==> config.mk <==
export PLATFORM = sky130hd
export DESIGN_NAME = mac_kbd_link
export DESIGN_NICKNAME = d
export VERILOG_FILES = /design/src/rtl/kbd_link_pkg.sv /design/src/rtl/kbd_event_fifo.sv /design/src/rtl/mac_kbd_link.sv
export SDC_FILE = /design/constraint.sdc
export NUM_CORES = 1
export LEC_CHECK = 0
export BUFFER_PORTS_ARGS = -buffer_cell sky130_fd_sc_hd__buf_2
export CORE_ASPECT_RATIO = 1.5
export CORE_MARGIN = 5
export CORE_UTILIZATION = 35
export CTS_CLUSTER_SIZE = 8
export DETAILED_ROUTE_END_ITERATION = 6
export PLACE_DENSITY = 0.61
export SYNTH_ARGS = -nofsm -noshare
export SYNTH_HDL_FRONTEND = slang
export SYNTH_HIERARCHICAL = 1
export SYNTH_SLANG_ARGS = --single-unit
==> constraint.sdc <==
create_clock -name clk -period 3.8 [get_ports clk]
set_clock_uncertainty 0.05 [all_clocks]
set_input_delay 0.76 -clock clk [delete_from_list [all_inputs] [get_ports clk]]
set_output_delay 0.76 -clock clk [all_outputs]
set_load 0.005 [all_outputs]
==> src/rtl/kbd_link_pkg.sv <==
// rtl/kbd_link_pkg.sv - Mac Plus keyboard link constants, FSM states and key-byte selection
package kbd_link_pkg;

    localparam logic [7:0] CMD_INQUIRY = 8'h10;
    localparam logic [7:0] CMD_INSTANT = 8'h14;
    localparam logic [7:0] CMD_MODEL   = 8'h16;
    localparam logic [7:0] CMD_TEST    = 8'h36;

    localparam logic [7:0] RSP_NULL    = 8'h7B;
    localparam logic [7:0] RSP_MODEL   = 8'h0B;
    localparam logic [7:0] RSP_ACK     = 8'h7D;
    localparam logic [7:0] PFX_KEYPAD  = 8'h79;
    localparam logic [7:0] PFX_SHIFT   = 8'h71;

    typedef enum logic [2:0] {
        ST_IDLE,
        ST_CMD_LO,
        ST_CMD_HI,
        ST_DECODE,
        ST_INQ_WAIT,
        ST_RSP_PRE,
        ST_RSP_LO,
        ST_RSP_HI
    } link_state_t;

    typedef struct packed {
        logic [7:0] rsp;
        logic       pop;
        logic       prefix_next;
    } key_sel_t;

    // Extended keys go out as a prefix byte first; the key itself stays queued until the next poll.
    function automatic key_sel_t select_key(input logic       empty,
                                            input logic       prefix_pending,
                                            input logic [9:0] head);
        key_sel_t sel;
        sel.rsp         = RSP_NULL;
        sel.pop         = 1'b0;
        sel.prefix_next = prefix_pending;
        if (!empty) begin
            if (prefix_pending) begin
                sel.rsp         = head[7:0];
                sel.pop         = 1'b1;
                sel.prefix_next = 1'b0;
            end else if (head[9:8] == 2'b01) begin
                sel.rsp         = PFX_KEYPAD;
                sel.prefix_next = 1'b1;
            end else if (head[9:8] == 2'b10) begin
                sel.rsp         = PFX_SHIFT;
                sel.prefix_next = 1'b1;
            end else begin
                sel.rsp = head[7:0];
                sel.pop = 1'b1;
            end
        end
        return sel;
    endfunction

endpackage

==> src/rtl/kbd_event_fifo.sv <==
// rtl/kbd_event_fifo.sv - Synchronous key-event FIFO with flush and drop indication
module kbd_event_fifo #(
    parameter int unsigned DEPTH = 8,
    parameter int unsigned WIDTH = 10
) (
    input  logic                     clk,
    input  logic                     reset,
    input  logic                     push,
    input  logic [WIDTH-1:0]         push_data,
    input  logic                     pop,
    input  logic                     flush,
    output logic [WIDTH-1:0]         head,
    output logic                     full,
    output logic                     empty,
    output logic [$clog2(DEPTH):0]   level,
    output logic                     dropped
);

    localparam int unsigned AW = $clog2(DEPTH);
    localparam logic [AW:0] FULL_CNT = (AW+1)'(DEPTH);

    logic [WIDTH-1:0] mem [DEPTH];
    logic [AW-1:0]    wr_ptr;
    logic [AW-1:0]    rd_ptr;
    logic [AW:0]      count;
    logic             do_push;
    logic             do_pop;

    // A pop in the same cycle frees the slot, so a full FIFO still accepts that push.
    assign do_pop  = pop && (count != '0);
    assign do_push = push && ((count != FULL_CNT) || do_pop);
    assign dropped = push && !do_push && !flush;
    assign full    = (count == FULL_CNT);
    assign empty   = (count == '0);
    assign level   = count;
    assign head    = mem[rd_ptr];

    always_ff @(posedge clk) begin
        if (do_push && !flush) begin
            mem[wr_ptr] <= push_data;
        end
    end

    always_ff @(posedge clk or posedge reset) begin
        if (reset) begin
            wr_ptr <= '0;
            rd_ptr <= '0;
            count  <= '0;
        end else if (flush) begin
            wr_ptr <= '0;
            rd_ptr <= '0;
            count  <= '0;
        end else begin
            if (do_push) begin
                wr_ptr <= wr_ptr + 1'b1;
            end
            if (do_pop) begin
                rd_ptr <= rd_ptr + 1'b1;
            end
            case ({do_push, do_pop})
                2'b10:   count <= count + 1'b1;
                2'b01:   count <= count - 1'b1;
                default: count <= count;
            endcase
        end
    end

endmodule

==> src/rtl/mac_kbd_link.sv <==
// rtl/mac_kbd_link.sv - Mac Plus keyboard serial link emulator; KBDIF_STATUS_EN adds fifo_level/overflow ports
module mac_kbd_link
    import kbd_link_pkg::*;
#(
    parameter int unsigned FIFO_DEPTH  = 8,
    parameter int unsigned CLK_HALF    = 5280,
    parameter int unsigned INQ_TIMEOUT = 8000000
) (
    input  logic       clk,
    input  logic       reset,
    input  logic       kbd_strobe,
    input  logic [9:0] kbd_data,
    output logic       link_clk,
    input  logic       link_data_in,
    output logic       link_data_out,
    output logic       link_data_oe
`ifdef KBDIF_STATUS_EN
    ,
    output logic [$clog2(FIFO_DEPTH):0] fifo_level,
    output logic                        overflow
`endif
);

    localparam int unsigned LW = $clog2(FIFO_DEPTH) + 1;

    link_state_t   state;
    link_state_t   state_next;
    logic [31:0]   timer;
    logic          half_done;
    logic          inq_done;
    logic          host_start;
    logic [2:0]    bit_cnt;
    logic [7:0]    cmd_sh;
    logic [7:0]    rsp_sh;
    logic          prefix_pending;
    logic          strobe_prev;
    logic          strobe_primed;
    logic          din_low_q;
    logic          evt_push;
    logic          fifo_pop;
    logic          fifo_flush;
    logic          fifo_full;
    logic          fifo_empty;
    logic          fifo_dropped;
    logic [9:0]    fifo_head;
    logic [LW-1:0] level_int;
    logic          load_key;
    key_sel_t      key_sel;

    // The strobe history only becomes meaningful after one sample, so no push fires out of reset.
    assign evt_push   = strobe_primed && (kbd_strobe != strobe_prev);
    assign half_done  = (timer == CLK_HALF - 1);
    assign inq_done   = (timer == INQ_TIMEOUT - 1);
    assign host_start = (state == ST_IDLE) && !link_data_in && din_low_q;
    assign key_sel    = select_key(fifo_empty, prefix_pending, fifo_head);

    kbd_event_fifo #(
        .DEPTH (FIFO_DEPTH),
        .WIDTH (10)
    ) u_fifo (
        .clk       (clk),
        .reset     (reset),
        .push      (evt_push),
        .push_data (kbd_data),
        .pop       (fifo_pop),
        .flush     (fifo_flush),
        .head      (fifo_head),
        .full      (fifo_full),
        .empty     (fifo_empty),
        .level     (level_int),
        .dropped   (fifo_dropped)
    );

    always_ff @(posedge clk or posedge reset) begin
        if (reset) begin
            state <= ST_IDLE;
        end else begin
            state <= state_next;
        end
    end

    always_comb begin
        state_next = state;
        unique case (state)
            ST_IDLE:     if (host_start) state_next = ST_CMD_LO;
            ST_CMD_LO:   if (half_done) state_next = ST_CMD_HI;
            ST_CMD_HI:   if (half_done) state_next = (bit_cnt == 3'd7) ? ST_DECODE : ST_CMD_LO;
            ST_DECODE: begin
                case (cmd_sh)
                    CMD_INQUIRY:                     state_next = ST_INQ_WAIT;
                    CMD_INSTANT, CMD_MODEL, CMD_TEST: state_next = ST_RSP_PRE;
                    default:                         state_next = ST_IDLE;
                endcase
            end
            // A key that lands on the timeout cycle is still picked up by select_key.
            ST_INQ_WAIT: if (!fifo_empty || prefix_pending || inq_done) state_next = ST_RSP_PRE;
            ST_RSP_PRE:  if (half_done) state_next = ST_RSP_LO;
            ST_RSP_LO:   if (half_done) state_next = ST_RSP_HI;
            ST_RSP_HI:   if (half_done) state_next = (bit_cnt == 3'd7) ? ST_IDLE : ST_RSP_LO;
            default:     state_next = ST_IDLE;
        endcase
    end

    always_comb begin
        link_clk      = !((state == ST_CMD_LO) || (state == ST_RSP_LO));
        link_data_oe  = (state == ST_RSP_PRE) || (state == ST_RSP_LO) || (state == ST_RSP_HI);
        link_data_out = ((state == ST_RSP_LO) || (state == ST_RSP_HI)) ? rsp_sh[7] : 1'b1;
        load_key      = ((state == ST_DECODE) && (cmd_sh == CMD_INSTANT)) ||
                        ((state == ST_INQ_WAIT) && (state_next == ST_RSP_PRE));
        fifo_pop      = load_key && key_sel.pop;
        fifo_flush    = (state == ST_DECODE) && (cmd_sh == CMD_MODEL);
    end

    always_ff @(posedge clk or posedge reset) begin
        if (reset) begin
            timer          <= '0;
            bit_cnt        <= '0;
            cmd_sh         <= '0;
            rsp_sh         <= 8'hFF;
            prefix_pending <= 1'b0;
            strobe_prev    <= 1'b0;
            strobe_primed  <= 1'b0;
            din_low_q      <= 1'b0;
        end else begin
            strobe_prev   <= kbd_strobe;
            strobe_primed <= 1'b1;
            din_low_q     <= (state == ST_IDLE) && !link_data_in;
            timer         <= (state_next != state) ? 32'd0 : timer + 32'd1;

            if (state == ST_IDLE) begin
                bit_cnt <= '0;
            end else if (((state == ST_CMD_HI) || (state == ST_RSP_HI)) && half_done) begin
                bit_cnt <= bit_cnt + 3'd1;
            end

            if ((state == ST_CMD_HI) && (timer == 32'd0)) begin
                cmd_sh <= {cmd_sh[6:0], link_data_in};
            end

            if (load_key) begin
                rsp_sh         <= key_sel.rsp;
                prefix_pending <= key_sel.prefix_next;
            end else if (fifo_flush) begin
                rsp_sh         <= RSP_MODEL;
                prefix_pending <= 1'b0;
            end else if ((state == ST_DECODE) && (cmd_sh == CMD_TEST)) begin
                rsp_sh <= RSP_ACK;
            end else if ((state == ST_RSP_HI) && half_done) begin
                rsp_sh <= {rsp_sh[6:0], 1'b1};
            end
        end
    end

`ifdef KBDIF_STATUS_EN
    logic status_unused;
    assign status_unused = fifo_full;
    assign fifo_level    = level_int;

    always_ff @(posedge clk or posedge reset) begin
        if (reset) begin
            overflow <= 1'b0;
        end else if (fifo_flush) begin
            overflow <= 1'b0;
        end else if (fifo_dropped) begin
            overflow <= 1'b1;
        end
    end
`else
    logic status_unused;
    assign status_unused = ^{fifo_full, level_int, fifo_dropped};
`endif

endmodule

==> summary.txt, run 1 <==
Yosys
  • Gate Count Post-Synth: 532
  • Yosys warns: 6
  • Cell Area, Synth: 6960 um2
  • Syn avg cell area: 13.1 um2
  • Post-Syn Nets: 557

CTS
  • Cts bufs inserted: 17
  • CTS tree: built
  • Root Driver: clkbuf_16
  • CTS H-tree lvls: 4
  • Reg clk slew, reported paths: 0.07 ns
  • Clk buf depth: 2
  • Clock Sinks: around 150
  • Clk_lat worst skew: ~0.42 ns

Power and ir drop
  • P_int: 2940 uW
  • Maximum vdd drop: ~0.34 mV
  • Clock power frac: ~45%
  • Cell area power density: 493 nW/um2
  • Switching Fraction: between 20% and 30%
  • Psw: 1030 uW
  • Leakage: 0.00308 uW
  • Reg power frac: 47.4%
  • Logic pwr share: roughly 8.0%

Timing
  • Fin Setup TNS: 0 ns
  • Max_slew headroom: 45.2%
  • Worst Tran Pin Value: just over 0.8 ns
  • Peak Freq: approximately 280 MHz
  • Unrepaired setup endpoints after global routing: no
  • # setup viols final: 0
  • Fin crit share: 93.0%
  • Clock period minus worst slack: between 3 and 4 ns
  • Slew Limit Fails: 0
  • Final hold vios: 0
  • Worst hold slack: 0.280 ns

Drt
  • Wire per inst: 16.1 um
  • Total Routed Length: 13500 um
  • Post-route ant nets: 0
  • Via density: 5.12
  • Vias: 4278
  • DRT Pass-1 Iters: 4
  • Remaining DRCs: 0
  • Initial drt markers: 241

Global route
  • Tot GR Track Use: between 10% and 20%
  • Vias in the first global route: 4534
  • First-pass GRT wire length: 22700 um
  • Remaining global-route overflow: 0
  • Initial antenna violation count: 0
  • Largest net degree at the start of global routing: 39

Critical path
  • Critical-path maximum fanout: 7
  • WP data arrival: approximately 3.8 ns
  • Crit path required time: 4.05 ns
  • R2R depth: 12
  • CP Capture Type: flip-flop
  • Worst setup SP type: flip-flop
  • R2r startpoint: u_fifo/rd_ptr[0]$_DFFE_PP0P_
  • CP Class: flip-flop to flip-flop
  • Crit. Startpoint: u_fifo/rd_ptr[0]$_DFFE_PP0P_

Layout
  • Diode count: 0
  • Final #Nets: 587
  • Layout cells sized above 1: 24.0%
  • Layout area overhead: 15.9%
  • # fillers: 1852

Place
  • PortBufs: 16
  • HPWL Detailed: 9600 um
  • RD Place Congestion: just under 0.8

Die
  • Core ar.: 19700 um2
  • Row Count: 63
  • I/O pins: 17
  • Die area: 22900 um2
  • Die width: ~130 um
  • Chip Height: 183 um
  • Initial core utilization: 35.3%

Worst hold path
  • Hold WC Path Type: input port to async pin

Outcome
  • Status: finished clean

Flow run
  • Max-cap violations: 0
==> repair_timing <==
action                                  in CTS  in global routing
gates resized for setup                      0                  1
setup buffers                                0                  0
endpoints found under the setup margin       0                  1
endpoints found under the hold margin        0                  0
hold buffers                                 0                  0
==> critical path, stage by stage, from the launching register on <==
cell and delay, ns:
dfrtp_2 0.47, mux4_2 0.53, mux2_2 0.29, ha_1 0.29, nor2_1 0.04, nor3_1 0.19
nor2b_1 0.19, nor2b_1 0.31, ha_1 0.29, a211oi_1 0.37, o21ai_0 0.14, o311ai_0 0.12
a31oi_1 0.13
==> per-layer routing <==
layer | wire length [um] | global-route usage, % | vias up
met4 | 220 | 4.43 | 0
met2 | 7310 | 22.6 | 55
li1 | - | - | 2038
met5 | 0 | 0 | -
met3 | 306 | 2.69 | 17
met1 | 5630 | 14.1 | 2168
==> placed cells by master (no fill, tap or decap), types with 7 or more instances in the layout <==
| cell | n |
|---|---|
| edfxtp_1 | 80 |
| nor3_1 | 15 |
| and3_1 | 10 |
| inv_1 | 16 |
| nor4_1 | 7 |
| a21oi_1 | 10 |
| dfrtp_1 | 59 |
| nor2b_1 | 11 |
| clkbuf_16 | 17 |
| xnor2_1 | 14 |
| nand2_1 | 26 |
| nand4_1 | 12 |
| mux4_2 | 20 |
| nor2_1 | 59 |
| dfstp_2 | 8 |
| buf_2 | 16 |
| xor2_1 | 23 |
| ha_1 | 10 |
| nand3_1 | 15 |
| mux2_2 | 20 |
| buf_4 | 21 |
| o21ai_0 | 11 |
==> area by class of cell <==
type,instances,area [um2],share of cell area (%)
clock buffers,17,425,5.28
inverters,17,63.8,0.792
clock inverters,15,215,2.67
repair buffers,37,238,2.95
multi-input cells,341,2680,33.2
well taps,260,325,4.04
flip-flops and latches,148,4120,51.0
==> stage by stage <==
step	std cells	area [um2]	total power, uW	setup slack [ns]	utilization (%)
5_1_grt	835	8060	4130	0.0684	40.9
2_1_floorplan	532	6980	2120	0.0218	-
3_3_place_gp	803	7420	2210	0.277	37.7
3_5_place_dp	803	7420	2240	0.224	37.7
4_1_cts	835	8060	4010	0.216	40.9
6_report	835	8060	3970	0.264	40.9
==> registers in the layout (all words and copies together) (netlist names) <==
register and count:
u_fifo/mem 80, timer 32, cmd_sh 8, rsp_sh 8
u_fifo/level 4, bit_cnt 3, state 3, u_fifo/rd_ptr 3
u_fifo/wr_ptr 3, din_low_q 1, prefix_pending 1, strobe_prev 1
strobe_primed 1
==> worst paths after layout <==
kind                                                    end  slack, ns
worst max-delay path            u_fifo/level[3]$_DFFE_PP0P_       0.26
worst min-delay path            u_fifo/level[2]$_DFFE_PP0P_       0.28
worst max register to register  u_fifo/level[3]$_DFFE_PP0P_       0.26
worst min register to register        rsp_sh[0]$_DFFE_PP1P_       0.43
max in group asynchronous             rsp_sh[7]$_DFFE_PP1P_       2.38
min in group clk                      strobe_prev$_DFF_PP0_       0.42
==> power groups by stage <==
stage / combinational, uW / clock, uW / sequential [uW]
after global placement: 309 / 0 / 1910
after CTS: 324 / 1800 / 1880
after detailed placement: 324 / 0 / 1910
final: 317 / 1770 / 1880
after floorplan: 233 / 0 / 1880
after global routing: 359 / 1880 / 1890
(Power assumes the default switching activity.)
==> run 2: changes to the inputs <==
--- a/config.mk
+++ b/config.mk
@@ -14,5 +14,4 @@
 export PLACE_DENSITY = 0.61
 export SYNTH_ARGS = -nofsm -noshare
 export SYNTH_HDL_FRONTEND = slang
-export SYNTH_HIERARCHICAL = 1
 export SYNTH_SLANG_ARGS = --single-unit
==> run 2 against run 1 <==
Sequential power about the same. Synthesized cell count grew 2.6%. Routed wire length up 13%. First-iteration DRC count is 6.2% higher. Cell area is 0.73% higher. Maximum frequency rose by 4.1%. Total power fell by 3.1%. Die area is 1.9% higher. Critical path depth up 1. Via count increased by 5.6%. Worst setup slack gained 0.14 ns. Combinational power down 11%.
==> summary.txt, run 2 <==
Layout
  • Layout area overhead: 14.3%
  • Final #Nets: between 600 and 700
  • Largest register FFs: 80
  • Leading cell types in the layout, fill and taps excluded: edfxtp_1, dfrtp_1, nor3_1
  • Biggest register: u_fifo.mem
  • Post-route cell area: a little over 8000 um2
  • Layout cells sized above 1: 21.3%
  • Fin util: 40.9%
  • Largest regs: u_fifo.mem x80, timer x32
  • Diode count: 0
  • Most common cell after layout, fill and taps aside: edfxtp_1

CTS
  • Clk_lat worst skew: 0.42 ns
  • Clk buf depth: 2
  • Cts bufs inserted: 17
  • CTS H-tree lvls: 4
  • CTS tree: built
  • Postcts setup bufs: 0
  • Root Driver: clkbuf_16
  • Reg clk slew, reported paths: 0.07 ns
  • Clock Sinks: ~150

Yosys
  • Number of flops mapped to enable cells by yosys: 80
  • Post-Syn Nets: roughly 570
  • Flops & latches, synth: roughly 150
  • Synth cell types: 69
  • Cell Area, Synth: around 7000 um2
  • Yosys warns: 0
  • Top post-synthesis cells by area: edfxtp_1, dfrtp_1, mux4_2
  • Post-synth top area cell: edfxtp_1
  • Synth top area share: 33.8%
  • Top FF cell, synth: edfxtp_1
  • Synth top cells by count: edfxtp_1, dfrtp_1, nor3_1
  • Gate Count Post-Synth: 546
  • Ys async rst share: 45.9%
  • Most frequent cell after synthesis: edfxtp_1
  • Syn avg cell area: 13.0 um2
  • Sequential element share of the synthesized area: between 50 and 60%

Die
  • Die area: between 20000 and 25000 um2
  • I/O pins: 17
  • Chip Height: 184 um
  • Row Count: 63
  • Initial core utilization: 35.8%
  • Core ar.: 19900 um2
  • Die width: 126 um

Power and ir drop
  • Maximum vdd drop: 0.316 mV
  • Switching Fraction: 25.7%
  • Total power: ~3800 uW
  • Leakage: about 0.0030 uW
  • Psw: 989 uW
  • Clock power frac: 43.4%
  • Reg power frac: 49.2%
  • P_int: roughly 2900 uW
  • Cell area power density: 474 nW/um2
  • Logic pwr share: 7.3%

Timing
  • Worst Tran Pin Value: 0.717 ns
  • Fin crit share: 89.4%
  • # setup viols final: 0
  • Worst hold slack: 0.370 ns
  • Clock period minus worst slack: 3.40 ns
  • Max_slew headroom: 52.2%
  • Unrepaired setup endpoints after global routing: no
  • Peak Freq: 294 MHz
  • Final hold vios: 0
  • Fin Setup TNS: 0 ns
  • Slew Limit Fails: 0

Drt
  • Via density: 5.31
  • DRT Pass-1 Iters: 4
  • Wire per inst: 17.9 um
  • Total Routed Length: 15300 um
  • Post-route ant nets: 0
  • Vias: 4519
  • Remaining DRCs: 0
  • Initial drt markers: ~260

Critical path
  • Critical-path maximum fanout: 8
  • CP Capture Type: flip-flop
  • WP data arrival: about 3.7 ns
  • Reg-to-reg setup timing slack: 0.40 ns
  • Crit path required time: 4.07 ns
  • CP Class: flip-flop to flip-flop
  • Worst setup SP type: flip-flop

Place
  • PortBufs: 16
  • HPWL Detailed: between 10000 and 15000 um
  • Area post-placement: 7530 um2
  • RD Place Congestion: around 0.8

Global route
  • Largest net degree at the start of global routing: 33
  • First-pass GRT wire length: 25200 um
  • Remaining global-route overflow: 0
  • Vias in the first global route: ~4.7k
  • Initial antenna violation count: 0
  • Tot GR Track Use: 13.7%

Worst hold path
  • Hold WC Path Type: input port to async pin

Outcome
  • Status: finished clean

Flow run
  • Max-cap violations: 0
run 2: layout make-up:
| type | instances | area [um2] |
|---|---|---|
| clock buffers | 18 | 429 |
| clock inverters | 14 | 156 |
| inverters | 12 | 45.0 |
| flip-flops and latches | 148 | 4120 |
| multi-input cells | 363 | 2820 |
| fillers | 1869 | 11700 |
| repair buffers | 36 | 230 |
| well taps | 260 | 325 |
run 2: critical path, cell delays in order (launching register included):
cell      delay (ns)
dfrtp_2         0.49
mux4_2          0.53
mux2i_1         0.19
inv_1           0.07
ha_1            0.33
o21ai_2         0.08
nor2_1          0.32
ha_1            0.31
a21o_1          0.18
a21oi_1         0.28
nor3_1          0.09
nand2_1         0.07
o21ai_0         0.08
a311oi_1        0.21
run 2: power groups by stage:
| stage | Combinational, uW | Sequential [uW] | Clock (uW) |
|---|---|---|---|
| 3_3_place_gp | 277 | 1920 | 0 |
| 4_1_cts | 289 | 1900 | 1710 |
| 6_report | 282 | 1890 | 1670 |
| 5_1_grt | 320 | 1910 | 1780 |
| 2_1_floorplan | 208 | 1890 | 0 |
| 3_5_place_dp | 288 | 1930 | 0 |
run 2: per-stage QoR:
stage	std cells	setup slack, ns
after floorplan	546	0.0185
after CTS	851	0.296
final	851	0.404
after global routing	851	0.0606
after global placement	819	0.446
after detailed placement	819	0.352
run 2: routing by layer:
| layer | share of wire (%) | vias up | global-route usage (%) | wire (um) |
|---|---|---|---|---|
| met1 | 39 | 2286 | 15.4 | 6010 |
| met3 | 1.9 | 18 | 2.32 | 292 |
| met5 | 0 | - | 0 | 0 |
| met2 | 55 | 73 | 25.0 | 8440 |
| met4 | 3.4 | 0 | 6.87 | 512 |
| li1 | - | 2142 | - | - |
run 2: repair_timing:
action / CTS / global route
gates resized for setup: 0 / 1
hold buffers: 0 / 0
setup endpoints to repair: 0 / 1
run 2: cell families (layout without fill, tap and decap cells):
kind of cell	after synthesis	count (layout)	share of synthesized area, %
AOI/OAI and AO/OA	60	60	5.78
xor gates and xnor gates	37	37	4.56
adders and majority gates	11	11	2.04
buffers and inverters	35	80	2.54
DFF	148	148	57.9
muxes	41	41	9.46
other	1	1	0.0528
and+or+nand+nor	213	213	17.7
run 2: worst paths after layout:
| path | from | to | cells after the start |
|---|---|---|---|
| min in group clk | kbd_strobe | strobe_prev$_DFF_PP0_ | 1 |
| min | reset | strobe_prev$_DFF_PP0_ | 2 |
| min reg2reg | rsp_sh[7]$_DFFE_PP1P_ | rsp_sh[7]$_DFFE_PP1P_ | 2 |
| max in group asynchronous | reset | rsp_sh[7]$_DFFE_PP1P_ | 3 |
| max reg2reg | u_fifo.rd_ptr[0]$_DFFE_PP0P_ | u_fifo.level[3]$_DFFE_PP0P_ | 13 |
| max | u_fifo.rd_ptr[0]$_DFFE_PP0P_ | u_fifo.level[3]$_DFFE_PP0P_ | 13 |
==> run 3: changes to the inputs <==
--- a/config.mk
+++ b/config.mk
@@ -5,12 +5,12 @@
 export SDC_FILE = /design/constraint.sdc
 export NUM_CORES = 1
 export LEC_CHECK = 0
-export BUFFER_PORTS_ARGS = -buffer_cell sky130_fd_sc_hd__buf_2
 export CORE_ASPECT_RATIO = 1.5
 export CORE_MARGIN = 5
 export CORE_UTILIZATION = 35
 export CTS_CLUSTER_SIZE = 8
 export DETAILED_ROUTE_END_ITERATION = 6
+export DONT_BUFFER_PORTS = 1
 export PLACE_DENSITY = 0.61
 export SYNTH_ARGS = -nofsm -noshare
 export SYNTH_HDL_FRONTEND = slang
==> run 3 against run 2 <==
Register-to-register slack hardly changed. Worst setup slack worse by 0.0074 ns. Total power is 0.41% lower. Cell area fell by 0.83%.
==> summary.txt, run 3 (synthesized netlist as in run 2, its figures left out) <==
Outcome
  • Status: finished clean

Global route
  • First-pass GRT wire length: 25100 um
  • Vias in the first global route: 4728
  • Remaining global-route overflow: 0
  • Largest net degree at the start of global routing: 33
  • Initial antenna violation count: 0
  • Tot GR Track Use: between 10% and 20%

Critical path
  • CP Capture Type: flip-flop
  • Critical-path maximum fanout: 8
  • Crit path cell chain: mux4_2, mux2i_1, inv_1, ha_1, o21ai_2, nor2_1, ha_1, a21o_1, a21oi_1, nor3_1, nand2_1, o21ai_0, a311oi_1
  • Crit-path max cell delay: 0.54 ns
  • Slowest cell on the critical path: mux4_2
  • WP data arrival: roughly 3.7 ns
  • Delay-heaviest family, CP: compound AO/OA/AOI/OAI gates
  • CP Class: flip-flop to flip-flop
  • Crit. Startpoint: u_fifo.rd_ptr[0]$_DFFE_PP0P_
  • R2r startpoint: u_fifo.rd_ptr[0]$_DFFE_PP0P_
  • Crit path top cell by count: ha_1
  • CP bufs+invs: 1
  • Crit path required time: 4.07 ns
  • Worst setup SP type: flip-flop

Layout
  • Fin util: 40.5%
  • Largest register FFs: 80
  • # fillers: 1873
  • Area of the multi-input gates: around 2800 um2
  • Most common cell after layout, fill and taps aside: edfxtp_1
  • Final #Nets: 588
  • Layout area overhead: 13.4%
  • Biggest register: u_fifo.mem
  • Largest regs: u_fifo.mem x80, timer x32
  • Diode count: 0
  • Leading cell types in the layout, fill and taps excluded: edfxtp_1, dfrtp_1, nor3_1
  • Flip-flop and latch area: 4120 um2
  • Layout cells sized above 1: 19.3%

Drt
  • Initial drt markers: 270
  • DR top layer: met4
  • Total Routed Length: ~15000 um
  • Met3 WL: roughly 480 um
  • Post-route ant nets: 0
  • DRT Pass-1 Iters: 5
  • Remaining DRCs: 0
  • Met2 wire len: 8490 um
  • Post-Route M1 WL: 5710 um
  • Via density: 5.32
  • Wire per inst: 18.1 um
  • Vias: ~4.4k

CTS
  • Clock Sinks: 148
  • Cts bufs inserted: 17
  • CTS H-tree lvls: 4
  • Reg clk slew, reported paths: 0.07 ns
  • Clk_lat worst skew: 0.43 ns
  • CTS tree: built
  • Clk buf depth: 2
  • Hold_buf cts: 0
  • Root Driver: clkbuf_16

Place
  • HPWL Detailed: 11100 um
  • RD Place Congestion: 0.826
  • PortBufs: 0

Timing
  • Final hold vios: 0
  • Slew Limit Fails: 0
  • Fin crit share: 89.6%
  • # setup viols final: 0
  • Fin Setup TNS: 0 ns
  • Worst Tran Pin Value: 0.734 ns
  • Clock period minus worst slack: 3.40 ns
  • Unrepaired setup endpoints after global routing: no
  • Max_slew headroom: 51.1%
  • Peak Freq: 294 MHz

Power and ir drop
  • Maximum vdd drop: 0.431 mV
  • Leakage: 0.00297 uW
  • Cell area power density: 476 nW/um2

Die
  • Core ar.: 19900 um2
  • Die area: 23300 um2
  • Chip Height: 184 um
  • Die width: 126 um
  • I/O pins: 17
  • Initial core utilization: 35.8%
  • Row Count: 63

Worst hold path
  • Hold WC Path Type: input port to async pin

Flow run
  • Max-cap violations: 0
## run 3: changes by cell type in the layout (fill, tap and decap cells not counted), sizes merged
| cell | previous run | this run |
|---|---|---|
| buf | 36 | 21 |
| clkinv | 2 | 3 |
| inv | 21 | 20 |
## run 3: metal layers
metal	vias to the layer above	GRT usage, %
li1	2121	-
met1	2213	14.4
met2	89	25.8
met3	22	2.96
met4	0	6.27
met5	-	0
## run 3: worst register-to-register path, cell delays in order, from the launching register on
cell	delay [ns]
dfrtp_2	0.49
mux4_2	0.54
mux2i_1	0.19
inv_1	0.06
ha_1	0.33
o21ai_2	0.08
nor2_1	0.31
ha_1	0.31
a21o_1	0.18
a21oi_1	0.29
nor3_1	0.08
nand2_1	0.07
o21ai_0	0.07
a311oi_1	0.24
## run 3: repair_timing
item | CTS | global route
setup endpoints to repair | 0 | 1
buffers inserted | 0 | 0
gates resized for setup | 0 | 1
## run 3: cell type report
cell class | count | area share, %
multi-input cells | 363 | 35.0
clock buffers | 18 | 5.33
flip-flops and latches | 148 | 51.1
inverters | 12 | 0.559
repair buffers | 21 | 1.96
clock inverters | 14 | 2.00
well taps | 260 | 4.04
## run 3: power by group
group	switching (uW)	internal, uW	total [uW]	leakage, uW
sequential	88.9	1810	1890	0.00157
clock	738	937	1670	0.000284
combinational	151	114	265	0.00111
## run 3: metrics by stage
stage / instance area (um2) / setup slack (ns) / total power [uW] / cells / hold WS, ns
2_1_floorplan: 7110 / 0.0185 / 2100 / 546 / 0.403
3_3_place_gp: 7460 / 0.431 / 2170 / 804 / 0.427
3_5_place_dp: 7460 / 0.317 / 2190 / 804 / 0.435
4_1_cts: 8050 / 0.288 / 3870 / 836 / 0.262
5_1_grt: 8050 / 0.135 / 3990 / 836 / 0.295
6_report: 8050 / 0.397 / 3830 / 836 / 0.247
## run 3: final timing paths
check | to | slack (ns) | cells past startpoint
min | timer[16]$_DFF_PP0_ | 0.25 | 1
max | u_fifo.level[3]$_DFFE_PP0P_ | 0.40 | 13
min in group clk | strobe_prev$_DFF_PP0_ | 0.31 | 0
max reg2reg | u_fifo.level[3]$_DFFE_PP0P_ | 0.40 | 13
max in group asynchronous | rsp_sh[7]$_DFFE_PP1P_ | 2.64 | 2
min reg2reg | rsp_sh[7]$_DFFE_PP1P_ | 0.44 | 2
